## src/rtl/membus_master_pkg.sv

```systemverilog
// Shared definitions for the membus initiator: state encoding, bus field
// types, default timeouts and the timer width.
package membus_master_pkg;

    localparam int ACK_TIMEOUT_DEF = 1000;
    localparam int RS_TIMEOUT_DEF  = 2000;
    localparam int DATA_SETUP_DEF  = 4;
    localparam int TMR_W           = 12;

    typedef enum logic [2:0] {
        IDLE,
        WAIT_ACK,
        WAIT_RD,
        WAIT_MOD,
        DRIVE,
        WRRS,
        RELEASE,
        ABORT
    } state_t;

    typedef logic [21:35] ma_t;
    typedef logic [18:21] sel_t;
    typedef logic [0:35]  word_t;

    // All bus levels owned by the master, so a single '0 releases the bus.
    typedef struct packed {
        logic  rq_cyc;
        logic  rd_rq;
        logic  wr_rq;
        ma_t   ma;
        sel_t  sel;
        logic  fmc;
        word_t mb_out;
    } bus_t;

    // A down-counter loaded with cycles-1 expires on the cycles-th cycle.
    function automatic logic [TMR_W-1:0] tmr_count(input int cycles);
        return TMR_W'(cycles - 1);
    endfunction

endpackage

```

## src/rtl/membus_master_timer.sv

```systemverilog
// Loadable down-counter; expired is high while the count sits at zero.
module membus_timer
    import membus_master_pkg::*;
#(
    parameter int W = TMR_W
) (
    input  logic         clk,
    input  logic         reset,
    input  logic         load,
    input  logic [W-1:0] load_val,
    output logic         expired
);

    logic [W-1:0] count;

    always_ff @(posedge clk) begin
        if (reset) begin
            count <= '0;
        end else if (load) begin
            count <= load_val;
        end else if (count != '0) begin
            count <= count - 1'b1;
        end
    end

    assign expired = (count == '0);

endmodule

```

## src/rtl/membus_master.sv

```systemverilog
// Processor-side membus initiator: read, write and read-modify-write cycles
// with a nonexistent-memory / missing-restart timeout.
module membus_master
    import membus_master_pkg::*;
#(
    parameter int ACK_TIMEOUT = ACK_TIMEOUT_DEF,
    parameter int RS_TIMEOUT  = RS_TIMEOUT_DEF,
    parameter int DATA_SETUP  = DATA_SETUP_DEF
) (
    input  logic         clk,
    input  logic         reset,
    input  logic         req_start,
    input  logic         req_rd,
    input  logic         req_wr,
    input  logic [21:35] req_ma,
    input  logic [18:21] req_sel,
    input  logic         req_fmc,
    input  logic [0:35]  req_wdata,
    input  logic         mod_go,
    output logic         busy,
    output logic         rd_done,
    output logic [0:35]  rdata,
    output logic         done,
    output logic         err,
    output logic         membus_rq_cyc,
    output logic         membus_rd_rq,
    output logic         membus_wr_rq,
    output logic [21:35] membus_ma,
    output logic [18:21] membus_sel,
    output logic         membus_fmc_select,
    output logic [0:35]  membus_mb_out,
    output logic         membus_wr_rs,
    input  logic         membus_addr_ack,
    input  logic         membus_rd_rs,
    input  logic [0:35]  membus_mb_in
);

    state_t            state;
    bus_t              bus;
    logic              cyc_rd;
    logic              cyc_wr;
    word_t             cyc_wdata;
    logic              ack_q;
    logic              rs_q;
    logic              rs_pend;
    logic              ack_rise;
    logic              rs_hit;
    logic              tmr_load;
    logic [TMR_W-1:0]  tmr_val;
    logic              tmr_expired;

    assign ack_rise = membus_addr_ack & ~ack_q;
    // An rd_rs edge that arrived together with the ack is honoured in WAIT_RD.
    assign rs_hit   = (membus_rd_rs & ~rs_q) | rs_pend;

    always_comb begin
        tmr_load = 1'b0;
        tmr_val  = '0;
        case (state)
            IDLE: begin
                tmr_load = 1'b1;
                tmr_val  = tmr_count(ACK_TIMEOUT);
            end
            WAIT_ACK: begin
                if (ack_rise) begin
                    tmr_load = 1'b1;
                    tmr_val  = cyc_rd ? tmr_count(RS_TIMEOUT) : tmr_count(DATA_SETUP);
                end
            end
            WAIT_MOD: begin
                tmr_load = 1'b1;
                tmr_val  = tmr_count(DATA_SETUP);
            end
            default: ;
        endcase
    end

    membus_timer #(.W(TMR_W)) u_timer (
        .clk      (clk),
        .reset    (reset),
        .load     (tmr_load),
        .load_val (tmr_val),
        .expired  (tmr_expired)
    );

    always_ff @(posedge clk) begin
        if (reset) begin
            state        <= IDLE;
            bus          <= '0;
            busy         <= 1'b0;
            rd_done      <= 1'b0;
            done         <= 1'b0;
            err          <= 1'b0;
            membus_wr_rs <= 1'b0;
            rdata        <= '0;
            cyc_rd       <= 1'b0;
            cyc_wr       <= 1'b0;
            cyc_wdata    <= '0;
            ack_q        <= 1'b0;
            rs_q         <= 1'b0;
            rs_pend      <= 1'b0;
        end else begin
            ack_q        <= membus_addr_ack;
            rs_q         <= membus_rd_rs;
            rs_pend      <= (state == WAIT_ACK) & ack_rise & membus_rd_rs & ~rs_q;
            rd_done      <= 1'b0;
            done         <= 1'b0;
            err          <= 1'b0;
            membus_wr_rs <= 1'b0;
            case (state)
                IDLE: begin
                    busy <= 1'b0;
                    if (req_start) begin
                        busy      <= 1'b1;
                        rdata     <= '0;
                        cyc_rd    <= req_rd;
                        cyc_wr    <= req_wr;
                        cyc_wdata <= req_wdata;
                        if (req_rd | req_wr) begin
                            state      <= WAIT_ACK;
                            bus.rq_cyc <= 1'b1;
                            bus.rd_rq  <= req_rd;
                            bus.wr_rq  <= req_wr;
                            bus.ma     <= req_ma;
                            bus.sel    <= req_sel;
                            bus.fmc    <= req_fmc;
                        end else begin
                            state <= RELEASE;
                            done  <= 1'b1;
                        end
                    end
                end
                WAIT_ACK: begin
                    if (ack_rise) begin
                        if (cyc_rd) begin
                            state <= WAIT_RD;
                        end else begin
                            state      <= DRIVE;
                            bus.mb_out <= cyc_wdata;
                        end
                    end else if (tmr_expired) begin
                        state <= ABORT;
                        err   <= 1'b1;
                        bus   <= '0;
                    end
                end
                WAIT_RD: begin
                    rdata <= rdata | membus_mb_in;
                    if (rs_hit) begin
                        rd_done <= 1'b1;
                        if (cyc_wr) begin
                            state <= WAIT_MOD;
                        end else begin
                            state <= RELEASE;
                            done  <= 1'b1;
                            bus   <= '0;
                        end
                    end else if (tmr_expired) begin
                        state <= ABORT;
                        err   <= 1'b1;
                        bus   <= '0;
                    end
                end
                WAIT_MOD: begin
                    if (mod_go) begin
                        state      <= DRIVE;
                        bus.mb_out <= req_wdata;
                    end
                end
                DRIVE: begin
                    if (tmr_expired) begin
                        state        <= WRRS;
                        membus_wr_rs <= 1'b1;
                    end
                end
                WRRS: begin
                    state <= RELEASE;
                    done  <= 1'b1;
                    bus   <= '0;
                end
                RELEASE, ABORT: begin
                    state <= IDLE;
                    busy  <= 1'b0;
                end
            endcase
        end
    end

    assign membus_rq_cyc     = bus.rq_cyc;
    assign membus_rd_rq      = bus.rd_rq;
    assign membus_wr_rq      = bus.wr_rq;
    assign membus_ma         = bus.ma;
    assign membus_sel        = bus.sel;
    assign membus_fmc_select = bus.fmc;
    assign membus_mb_out     = bus.mb_out;

endmodule

```

## config.mk

```make
export PLATFORM = sky130hd
export DESIGN_NAME = membus_master
export DESIGN_NICKNAME = d
export VERILOG_FILES = /design/src/rtl/membus_master_pkg.sv /design/src/rtl/membus_master_timer.sv /design/src/rtl/membus_master.sv
export SDC_FILE = /design/constraint.sdc
export NUM_CORES = 1
export LEC_CHECK = 0
export BUFFER_PORTS_ARGS = -buffer_cell sky130_fd_sc_hd__buf_2
export CORE_UTILIZATION = 45
export DETAILED_ROUTE_END_ITERATION = 8
export PLACE_DENSITY = 0.82
export SYNTH_ARGS = -nofsm -noshare
export SYNTH_HDL_FRONTEND = slang
export SYNTH_SLANG_ARGS = --single-unit
```

## constraint.sdc

```tcl
create_clock -name clk -period 2.6 [get_ports clk]
set_input_delay 0.39 -clock clk [delete_from_list [all_inputs] [get_ports clk]]
set_output_delay 0.39 -clock clk [all_outputs]
set_load 0.01 [all_outputs]
```

After elaboration in Yosys (flattened, before gate mapping)
Cells that the tools add are included.
- flip-flop bits (word level): 156
- bits of input ports: 100
- word-level logic and storage cells: 107
- $add $sub $neg: 1
- equality and inequality tests: 14
- multiplexer cells: 42
- bitwise operators: 12
- reductions and logical operators: 17
- operators by type and width (operator ; number):
    $mux W59 ; 3
    $mux W36 ; 4
    $pmux W36 S4 ; 1
    $pmux W23 S4 ; 1
    $pmux W36 S2 ; 1
    $mux W23 ; 3
    $or A36 B36 Y36 ; 1
    $pmux W11 S3 ; 1
    $mux W3 ; 9
    $mux W12 ; 2
    $mux W11 ; 2
    $pmux W3 S7 ; 1
    $eq A3 B3 Y1 const B ; 4
    $logic_not A12 Y1 ; 1
    $reduce_bool A12 Y1 ; 1
    $sub A12 B1 Y12 const B ; 1
    $mux W1 ; 10
    $ne A2 B2 Y1 const B ; 5
    $reduce_bool A4 Y1 ; 2
    $reduce_or A2 Y1 ; 4
    $eq A3 B2 Y1 const B ; 2
    $ne A3 B3 Y1 const B ; 2
    $pmux W1 S2 ; 3
    $reduce_bool A2 Y1 ; 3
    10 further kinds ; 19

Logic depth before layout (Yosys ltp)
Gate-level depths: netlist of run 1.
- word-level depth: 5
- gate-level depth with buffers: 9
- depth with buffers taken out: 7

Hierarchy
A second synthesis of run 1 with hierarchy kept.
- cell total of the unflattened synthesis: 782
- area, all modules: 6655.1 µm²
- modules (own cells, without submodules) (module ; instances ; cells each ; area an instance (µm²)):
    membus_master ; 1 ; 689 ; 5925.7
    membus_timer ; 1 ; 93 ; 729.4

Worst setup path after synthesis of run 1
OpenSTA, ideal clock, no wires.
- path type: register -> register
- start: register u_timer.count[0]
- end: register bus, in the netlist membus_mb_out[5]
- library setup time: 0.152 ns
- arrival time: 2.116 ns
- data required time: 2.448 ns
- path slack: 0.332 ns
- stages on the path, launching flop included: 10
- cell sequence: dfxtp_1 -> inv_1 -> ha_1 -> or2b_2 -> clkbuf_1 -> nor4_4 -> o2111ai_4 -> buf_6 -> nand2_1 -> a221oi_2
- cells in the longest elaborated chain, start to end: 4
- RTL lines (item ; line ; source):
    start, declared ; membus_master_timer.sv:14 ; logic [W-1:0] count;
    start signal, assigned ; membus_master_timer.sv:20 ; count <= load_val;
    start signal, assigned ; membus_master_timer.sv:22 ; count <= count - 1'b1;
    $logic_not A12 Y1 (*) ; membus_master_timer.sv:26 ; assign expired = (count == '0);
    $mux W59 (*) ; -- ;
    $mux W59 / $mux W36 (equally long branches) ; -- ;
    $pmux W36 S4 (*) ; -- ;
    end, declared ; membus_master.sv:39 ; bus_t bus;
Every way passes the cells marked *; elsewhere a longest branch is shown, timed or not.
A chain may end at the register's enable or synchronous reset.

Final worst setup path of run 1
- start: register u_timer.count[0]
- end: register bus, in the netlist membus_sel[21]
- cells in the longest elaborated chain, start to end: 4
- RTL lines (item ; line):
    $logic_not A12 Y1 (*) ; membus_master_timer.sv:26
    $mux W59 (*) ; --
    $mux W59 / $mux W23 (equally long branches) ; --
    $pmux W23 S4 (*) ; --
Every way passes the cells marked *; elsewhere a longest branch is shown, timed or not. The select of a mux whose other input is x is not followed.

==> flow_summary_export.csv, run 1 <==
group,metric,value,unit
power,ir_drop,0.0006745,V
min_path,worstHoldPathCells,2,
sta,timing.final.crit_share,88.94,%
die,initial_utilization,46.20,%
power,cellLeakagePower,3.632,nW
yosys,synth_area_per_cell,8.823,µm²
setup_path,required,2.91,ns
setup_path,cp_cell_sequence,"inv_1, ha_1, or2b_2, nor4_4, buf_4, a211o_4, a31oi_4, buf_4, a22o_2",
global_routing,grt_pass1_vias,6210,
final_layout,multi_input_area,3563,µm²
setup_path,r2r_slack,0.29,ns
yosys,yosys-mux-area-fraction,0.1425,%
die,die_h,126.9,µm
sta,tns,0,ns
clocking,cts_tree,"yes",
sta,hold_viol_final,0,
setup_path,crit_buf_inv,3,
final_layout,nFillCells,1340,
clocking,ctsHoldBuffers,0,
global_routing,grt_start_max_net_pins,73,
yosys,synth_compound_area_share,28.84,%
setup_path,endpoint_kind,"flip-flop",
place,place_congestion,0.9077,
clocking,htree_levels,4,
clocking,clkTransAtPathRegs,0.07,ns
yosys,async_reset_ff_share,0,%
yosys,synth_xor_area_share,1.122,%
yosys,synth.yosys.seq_area_share,44.47,%
setup_path,cp.arrival,2.62,ns
min_path,hp-start,"req_ma[21]",
sta,maxSlewHeadroom,59.40,%
place,place_hpwl,12160,µm
die,coreArea,15200,µm²
yosys,syn_nets,897,
setup_path,r2r_cells,9,
min_path,hold_class,"in -> reg",
yosys,synth_flop_cell,"dfxtp_1",
power,power,0.008584,W
clocking,clk_path_buf_depth,2,
yosys,yosys_warnings,0,
status,status,"finished, final reports clean",
setup_path,crit_path_max_fanout,23,
sta,fmax,432.4,MHz
yosys,synth_top_family_by_area,"compound AO/OA/AOI/OAI gates",
power,powerDensity,972.3,nW/µm²
sta,worst_slew_pin_slew,0.6087,ns
die,io-pin-count,200,
detailed_routing,via_per_inst,5.550,
yosys,synth_cell_type_count,58,
final_layout,num-nets-final,1074,
clocking,numCtsBuffers,17,
setup_path,r2r_end,"membus_sel[21]",
yosys,synth-seq-cells,156,
final_layout,final-seq-area,3123,µm²
final_layout,areaGrowthSynthToFinish,25.71,%
die,die_area,16110,µm²
place,port_buffers,199,
sta,rsz0062_at_grt,"false",
detailed_routing,route.detailed.drc,0,
detailed_routing,drt-pass1-iter-count,5,
sta,setup_viol,0,
die,core.rowCount,45,
global_routing,grt_use_total,23.27,%
setup_path,startpoint_type,"flip-flop",
yosys,synth_top_area_share,44.47,%
global_routing,overflow,0,
sta,maxSlewViolCount,0,
die,floorplan.die.width,126.9,µm
setup_path,crit_slowest_cell,"or2b_2",
clocking,postCtsSetupBuffers,0,
clocking,cts_resized,0,
setup_path,cpPeakStageDelay,0.38,ns
yosys,synth-edff-count,0,
final_layout,drive_gt1_share,36.11,%
min_path,whs_endpoint,"membus_ma[21]",
detailed_routing,wirelength,18410,µm
detailed_routing,drtIter0Drc,494,
yosys,synthAdderAreaFrac,0.1782,%
sta,fin_skew,0.01257,ns
setup_path,path_common_cell,"buf_4",
clocking,cts.sinks,156,
sta,finalCriticalPeriod,2.312,ns
clocking,root_buffer,"clkbuf_16",
setup_path,worst-setup-path-type,"reg -> reg",
clocking,clock_latency,0.42,ns
final_layout,diodes,0,
flow_run,max-cap-violations,0,
global_routing,antenna_found_initial,0,
yosys,synthTopCellsByArea,"dfxtp_1 (44%), a21oi_1 (6.4%), a221oi_2 (6.4%), nand2_1 (6.0%), nor2_1 (4.9%)",
detailed_routing,ant_nets,0,
detailed_routing,vias,6516,
global_routing,grt_first_pass_wirelength,30100,µm
yosys,netlist_area,7023,µm²
yosys,yosys.area_share.simple,20.13,%
yosys,synth_top_area_cell,"dfxtp_1",
setup_path,r2r_start,"u_timer.count[0]",
detailed_routing,post_drt_wl_per_cell,15.68,µm
setup_path,cp_top_family,"simple AND/OR/NAND/NOR gates",
yosys,syn_inst,796,
-- cells in the mapped netlist (3+ instances only) --
| library cell | number |
|---|---|
| or2_0 | 5 |
| a22o_2 | 3 |
| nor2_1 | 91 |
| or2_2 | 31 |
| or2b_2 | 3 |
| o21ai_0 | 12 |
| xnor2_1 | 7 |
| dfxtp_1 | 156 |
| buf_2 | 5 |
| buf_6 | 11 |
| nand2b_1 | 4 |
| nor2b_1 | 6 |
| a22oi_1 | 36 |
| inv_1 | 6 |
| a221oi_1 | 6 |
| a211oi_1 | 3 |
| clkbuf_1 | 49 |
| nor3_1 | 12 |
| a21oi_1 | 90 |
| nand2_2 | 18 |
| nand2_1 | 113 |
| a2bb2oi_1 | 36 |
| a221oi_2 | 30 |
| a22o_1 | 20 |
-- registers in the layout (all words and copies together), names as in the netlist, 3 cells and up --
signal,count
membus_mb_out,36
membus_ma,15
membus_sel,4
cyc_wdata,36
state,3
u_timer.count,12
rdata,36
-- area by class of cell --
type | count | share of cell area, %
multi-input cells | 568 | 40.36
flip-flops and latches | 156 | 35.37
repair buffers | 224 | 14.57
clock buffers | 18 | 4.974
well taps | 188 | 2.664
clock inverters | 14 | 1.800
inverters | 6 | 0.2551
-- metal layers --
layer	global-route usage, %	vias up	share of wire, %
met5	0	-	0
met4	6.723	0	1.2
met3	6.284	17	7.6
met2	38.69	268	48
met1	29.55	3047	43
li1	-	3184	-
-- power breakdown --
group	internal, W	leakage [nW]	switching [W]	total, W
Clock	0.00146	0.294	0.00104	0.00250
Sequential	0.00278	1.27	0.000271	0.00305
Combinational	0.00124	2.07	0.00180	0.00304
-- through the flow --
stage          utilization, %  setup slack, ns  area, µm²  cells  hold slack (ns)
6_report                58.07           0.2875       8828   1174           0.1860
2_1_floorplan               -           0.3324       7023    796           0.4064
4_1_cts                 58.07           0.2877       8828   1174           0.1640
3_5_place_dp            54.14           0.1965       8230   1142           0.4314
5_1_grt                 58.07           0.1353       8828   1174           0.1658
3_3_place_gp            54.14           0.2466       8230   1142           0.4236
-- worst reg2reg max path, cell delays in order, from the launching register on --
cell     delay (ns)
dfxtp_1        0.32
inv_1          0.09
ha_1           0.17
or2b_2         0.38
nor4_4         0.37
buf_4          0.24
a211o_4        0.12
a31oi_4        0.07
buf_4          0.22
a22o_2         0.22
-- cells by family (layout without fill, tap and decap cells) --
kind of cell    Yosys count  in the layout
simple gates            303            303
compound gates          254            254
flops                   156            156
buf+inv                  72            262
xor+xnor                  9              9
fa+ha+maj                 1              1
mux                       1              1
-- cells in the final DEF (no fill, tap or decap), drive strengths merged, types with 3 or more instances in the layout --
| cell | count |
|---|---|
| inv | 12 |
| nand2b | 4 |
| or2 | 37 |
| or2b | 3 |
| a22o | 23 |
| buf | 224 |
| nor3 | 12 |
| a2bb2oi | 36 |
| nor2 | 92 |
| or4 | 3 |
| xnor2 | 7 |
| a21oi | 90 |
| a31oi | 3 |
| clkinv | 5 |
| a22oi | 36 |
| a211o | 3 |
| a211oi | 4 |
| a221oi | 36 |
| nand2 | 131 |
| nor2b | 6 |
| dfxtp | 156 |
| clkbuf | 18 |
| o21ai | 13 |
-- worst max-delay path by stage --
stage                           from  slack [ns]                 to  depth (start not counted)
global route        u_timer.count[0]        0.14   membus_mb_out[5]                          8
floorplan           u_timer.count[0]        0.33   membus_mb_out[5]                          9
detailed placement   membus_addr_ack        0.20  membus_mb_out[29]                          7
CTS                 u_timer.count[0]        0.29     membus_sel[20]                          9
finish              u_timer.count[0]        0.29     membus_sel[21]                          9
global placement     membus_addr_ack        0.25  membus_mb_out[28]                          7
No activity file was read; power rests on OpenSTA's default activity.
==> run 2: changes to the inputs <==
CAP_MARGIN = 20   (was default)
PLACE_DENSITY = 0.74   (was 0.82)
==> run 2 against run 1 <==
  * Utilization shrank 0.074 points
  * Power increased by 0.43%
  * Fmax increased by 0.49%
  * First-iteration DRC count is 0.81% lower
  * Die area unchanged
  * Register-to-register slack hardly changed
  * Global-route usage is 0.15 points lower
  * Routed wire length is 1.7% higher
==> flow_summary_export.csv, run 2 (synthesized netlist as in run 1, its figures left out) <==
group,metric,value,unit
status,status,"finished, final reports clean",
detailed_routing,via_per_inst,5.535,
final_layout,final_cell_mix,"buf_2 (198), dfxtp_1 (156), nand2_1 (113)",
clocking,postCtsSetupBuffers,0,
sta,tns,0,ns
sta,fin_skew,0.01078,ns
sta,hold_viol_final,0,
final_layout,areaGrowthSynthToFinish,25.55,%
global_routing,grt_use_total,23.12,%
sta,fmax,434.6,MHz
place,port_buffers,199,
global_routing,grt_first_pass_wirelength,29900,µm
final_layout,drive_gt1_share,35.58,%
detailed_routing,route.detailed.drc,0,
sta,worst_slew_pin_slew,0.6632,ns
die,coreArea,15200,µm²
place,place_congestion,0.8792,
die,io-pin-count,200,
global_routing,grt_pass1_vias,6116,
power,powerDensity,977.7,nW/µm²
clocking,cts_tree,"yes",
clocking,clk_path_buf_depth,2,
detailed_routing,post_drt_wl_per_cell,16.01,µm
setup_path,cp.arrival,2.66,ns
clocking,htree_levels,4,
die,core.rowCount,45,
global_routing,antenna_found_initial,1,
sta,timing.final.crit_share,88.51,%
clocking,clkTransAtPathRegs,0.06,ns
setup_path,worst-setup-path-type,"reg -> reg",
sta,rsz0062_at_grt,"false",
die,floorplan.die.width,126.9,µm
clocking,cts.sinks,156,
die,initial_utilization,46.20,%
global_routing,grt_start_max_net_pins,73,
clocking,root_buffer,"clkbuf_16",
clocking,clock_latency,0.42,ns
die,die_h,126.9,µm
final_layout,nFillCells,1391,
detailed_routing,drt-pass1-iter-count,5,
sta,setup_viol,0,
clocking,ctsHoldBuffers,0,
setup_path,required,2.96,ns
power,ir_drop,0.0006558,V
detailed_routing,wirelength,18740,µm
clocking,cts_resized,0,
setup_path,startpoint_type,"flip-flop",
setup_path,endpoint_kind,"flip-flop",
die,die_area,16110,µm²
power,cellLeakagePower,3.612,nW
sta,finalCriticalPeriod,2.301,ns
place,post-place-ws,0.2608,ns
detailed_routing,vias,6476,
flow_run,max-cap-violations,0,
power,power,0.008620,W
min_path,hold_class,"in -> reg",
global_routing,overflow,0,
setup_path,crit_path_max_fanout,23,
clocking,numCtsBuffers,17,
place,place_hpwl,12070,µm
detailed_routing,ant_nets,0,
final_layout,num-nets-final,1070,
detailed_routing,drtIter0Drc,490,
sta,final.setup.worst_slack,0.2988,ns
sta,maxSlewHeadroom,55.79,%
sta,maxSlewViolCount,0,
final_layout,layout_commonest_cell,"buf_2",
## run 2: cell count changes in the layout (fill, tap and decap cells not counted), sizes merged
cell	before	now
buf	224	220
clkbuf	18	21
bufinv	2	3
inv	12	6
diode	0	1
clkinvlp	1	2
## run 2: metal layers
layer	GRT usage, %	share of wire [%]	vias to the layer above
met5	0	0	-
met2	38.91	48	266
met1	29.21	44	3011
met3	6.326	7.3	15
li1	-	-	3184
met4	5.882	1.1	0
## run 2: where the power goes
| part | internal [W] | total (W) | switching, W | leakage (nW) |
|---|---|---|---|---|
| sequential | 0.00278 | 0.00304 | 0.000266 | 1.27 |
| combinational | 0.00123 | 0.00304 | 0.00181 | 2.05 |
| clock | 0.00156 | 0.00253 | 0.000975 | 0.289 |
## run 2: cell type report
| class | instances | area (µm²) | area share (%) |
|---|---|---|---|
| Inverter | 6 | 22.52 | 0.2554 |
| Tap cell | 188 | 235.2 | 2.668 |
| Clock inverter | 10 | 141.4 | 1.604 |
| Multi-Input combinational cell | 568 | 3563 | 40.41 |
| Antenna cell | 1 | 2.502 | 0.02838 |
| Sequential cell | 156 | 3123 | 35.42 |
| Timing Repair Buffer | 220 | 1269 | 14.39 |
| Clock buffer | 21 | 460.4 | 5.222 |
## run 2: critical path, cell delays in order (launching register included)
cell and delay, ns:
dfxtp_1 0.52, nor2b_1 0.30, nand3_1 0.19, a211o_4 0.39, a31oi_4 0.58, a22o_2 0.26
## run 2: worst paths after layout
path	startpoint	end	slack [ns]	cells past startpoint
setup / recovery	state[1]	membus_sel[20]	0.30	5
hold / removal	req_fmc	membus_fmc_select	0.19	2
setup reg to reg	state[1]	membus_sel[20]	0.30	5
hold reg to reg	rs_q	rs_pend	0.44	1
## run 2: metrics by stage
| step | instance area (µm²) | std cells | hold WS (ns) | util, % |
|---|---|---|---|---|
| after global placement | 8213 | 1138 | 0.4223 | 54.02 |
| after CTS | 8815 | 1169 | 0.1732 | 57.98 |
| after floorplan | 7023 | 796 | 0.4064 | - |
| final | 8817 | 1170 | 0.1888 | 58.00 |
| after global routing | 8817 | 1170 | 0.1754 | 58.00 |
| after detailed placement | 8213 | 1138 | 0.4351 | 54.02 |
==> run 3: changes to the inputs <==
ABC_AREA = 1   (was default)
PLACE_DENSITY = 0.73   (was 0.74)
==> run 3 against run 2 <==
  * Critical path depth increased by 6
  * Combinational power is 24% higher
  * Synthesized cell count increased by 35%
  * Power grew 14%
  * Register-to-register slack improved by 0.13 ns
  * Synthesized area up 2.9%
  * Utilization increased by 0.25 points
  * Critical endpoint is now membus_mb_out[14]
  * Clock skew down 0.0025 ns
  * Fmax grew 6.0%
  * Setup slack gained 0.13 ns
==> flow_summary_export.csv, run 3 <==
group,metric,value,unit
status,status,"finished, final reports clean",
sta,maxSlewViolCount,0,
sta,fmax,460.8,MHz
detailed_routing,wirelength,20150,µm
global_routing,grt_use_total,24.72,%
detailed_routing,route.detailed.drc,0,
setup_path,endpoint,"membus_mb_out[14]",
final_layout,layout_commonest_cell,"nand2_1",
setup_path,cpPeakStageDelay,0.40,ns
flow_run,max-cap-violations,0,
detailed_routing,vias,7533,
die,floorplan.die.width,128.7,µm
yosys,synth_top_area_cell,"dfxtp_1",
sta,setup_viol,0,
clocking,cts.sinks,156,
power,ir_drop,0.0006107,V
clocking,cts_tree,"yes",
sta,tns,0,ns
setup_path,cp.arrival,2.49,ns
global_routing,grt_first_pass_wirelength,32550,µm
setup_path,endpoint_kind,"flip-flop",
clocking,htree_levels,4,
yosys,synth_commonest_cells,"nand2_1 (268), dfxtp_1 (156), nor2_1 (149)",
setup_path,crit_start,"state[2]",
global_routing,grt_start_max_net_pins,46,
yosys,synth-seq-cells,156,
die,io-pin-count,200,
clocking,cts_resized,0,
setup_path,worst-setup-path-type,"reg -> reg",
final_layout,drive_gt1_share,21.30,%
sta,hold_viol_final,0,
final_layout,stdcell_count,1470,
clocking,postCtsSetupBuffers,0,
global_routing,grt_pass1_vias,6862,
yosys,synth_flop_cell,"dfxtp_1",
detailed_routing,ant_nets,0,
die,die_h,128.7,µm
setup_path,required,2.92,ns
clocking,numCtsBuffers,17,
power,p_int,0.005922,W
clocking,clkTransAtPathRegs,0.07,ns
setup_path,startpoint_type,"flip-flop",
setup_path,crit_slowest_cell,"dfxtp_1",
power,pwr-share-seq,34.8,%
setup_path,crit_path_max_fanout,44,
detailed_routing,drt-pass1-iter-count,5,
setup_path,r2r_end,"membus_mb_out[14]",
die,initial_utilization,46.82,%
die,core.rowCount,45,
clocking,clk_path_buf_depth,2,
sta,fin_skew,0.008260,ns
sta,worst_slew_pin_slew,0.8434,ns
sta,finalCriticalPeriod,2.170,ns
setup_path,r2r_slack,0.43,ns
final_layout,num-nets-final,1346,
place,place_hpwl,13080,µm
setup_path,cp_cell_sequence,"inv_2, nand2_1, nor2_4, nand3_1, buf_4, nand2_1, nor2_4, buf_4, nand3_1, nor2_1, nor2_1",
global_routing,overflow,0,
yosys,synthTopCellsByArea,"dfxtp_1 (43%), nand2_1 (14%), a21oi_1 (8.8%), nor2_1 (7.7%), nand3_1 (5.8%)",
clocking,root_buffer,"clkbuf_16",
yosys,synth_area_per_cell,6.713,µm²
min_path,hold_class,"in -> reg",
power,clockPowerShare,26.6,%
detailed_routing,drtIter0Drc,572,
sta,rsz0062_at_grt,"false",
final_layout,areaGrowthSynthToFinish,24.41,%
yosys,netlist_area,7223,µm²
place,port_buffers,199,
final_layout,final_cell_mix,"nand2_1 (267), buf_2 (199), dfxtp_1 (156)",
power,cellLeakagePower,4.218,nW
detailed_routing,post_drt_wl_per_cell,13.70,µm
sta,maxSlewHeadroom,43.71,%
setup_path,crit_buf_inv,3,
yosys,synth-edff-count,0,
yosys,syn_inst,1076,
setup_path,r2r_cells,11,
power,powerDensity,1090,nW/µm²
power,p_sw,0.003876,W
yosys,synth_top_area_share,43.24,%
final_layout,nFillCells,1548,
place,place.detailed.instances,1437,
power,power_frac_comb,38.6,%
global_routing,antenna_found_initial,1,
yosys,yosysMostFrequentCell,"nand2_1",
clocking,clock_latency,0.43,ns
die,die_area,16560,µm²
yosys,syn_nets,1177,
sta,timing.final.crit_share,83.46,%
setup_path,cp_num_cells,11,
yosys,synth_cell_type_count,28,
die,coreArea,15430,µm²
clocking,ctsHoldBuffers,0,
setup_path,r2r_start,"state[2]",
setup_path,cp_top_family,"simple AND/OR/NAND/NOR gates",
power,power.share.switching,39.56,%
place,place_congestion,0.9153,
yosys,async_reset_ff_share,0,%
detailed_routing,via_per_inst,5.124,
yosys,yosys_warnings,0,
yosys,synth.yosys.seq_area_share,43.24,%
-- run 3: per-layer routing --
metal  track usage (%)  share of wire (%)  vias to the layer above
met5                 0                  0                        -
met3             4.532                6.0                       37
met1             31.50                 44                     3402
met2             40.00                 47                      268
met4             12.94                2.7                        0
li1                  -                  -                     3826
-- run 3: cell families after synthesis --
family	after synthesis	share of synthesized area, %
xor+xnor	6	0.7275
compound gates	215	16.25
simple gates	533	30.42
buf+inv	165	9.198
fa+ha+maj	1	0.1732
flops	156	43.24
-- run 3: metrics by stage --
step                      setup WS, ns  util (%)  hold WS [ns]  instance area, µm²  power, W
after CTS                       0.4494     58.23        0.1846                8984  0.009834
final                           0.4300     58.25        0.2017                8986  0.009798
after detailed placement        0.4563     54.20        0.4360                8362  0.007206
after global routing            0.1783     58.25        0.1978                8986   0.01053
after global placement          0.5146     54.20        0.4326                8362  0.007149
after floorplan                 0.8906         -        0.4220                7223  0.006098
-- run 3: worst min-delay path by stage --
stage | depth (start not counted) | start | slack, ns | end
2_1_floorplan | 1 | rs_q | 0.42 | rs_pend
3_3_place_gp | 2 | rdata[16] | 0.43 | rdata[16]
3_5_place_dp | 2 | rdata[15] | 0.44 | rdata[15]
4_1_cts | 3 | membus_mb_in[2] | 0.18 | rdata[2]
5_1_grt | 3 | membus_mb_in[4] | 0.20 | rdata[4]
6_report | 3 | membus_mb_in[2] | 0.20 | rdata[2]
-- run 3: final cells by class --
| type | instances | area [µm²] | share of cell area, % |
|---|---|---|---|
| Tap cell | 211 | 264.0 | 2.938 |
| Timing Repair Buffer | 221 | 1174 | 13.06 |
| Antenna cell | 1 | 2.502 | 0.02785 |
| Multi-Input combinational cell | 755 | 3448 | 38.37 |
| Sequential cell | 156 | 3123 | 34.75 |
| Clock inverter | 14 | 182.7 | 2.033 |
| Clock buffer | 18 | 439.2 | 4.887 |
| Inverter | 94 | 352.8 | 3.926 |
-- run 3: power by group through the flow --
stage / registers, W / clock network (W) / logic, W
finish: 0.00341 / 0.00261 / 0.00378
CTS: 0.00340 / 0.00266 / 0.00378
global placement: 0.00344 / 0 / 0.00371
global route: 0.00348 / 0.00275 / 0.00430
detailed placement: 0.00344 / 0 / 0.00377
floorplan: 0.00355 / 0 / 0.00254
-- run 3: worst min-delay path: cells and delay by family --
kind / cells / cell delay, ns
buffers and inverters: 1 / 0.09
AOI/OAI and AO/OA: 1 / 0.05
and+or+nand+nor: 1 / 0.05
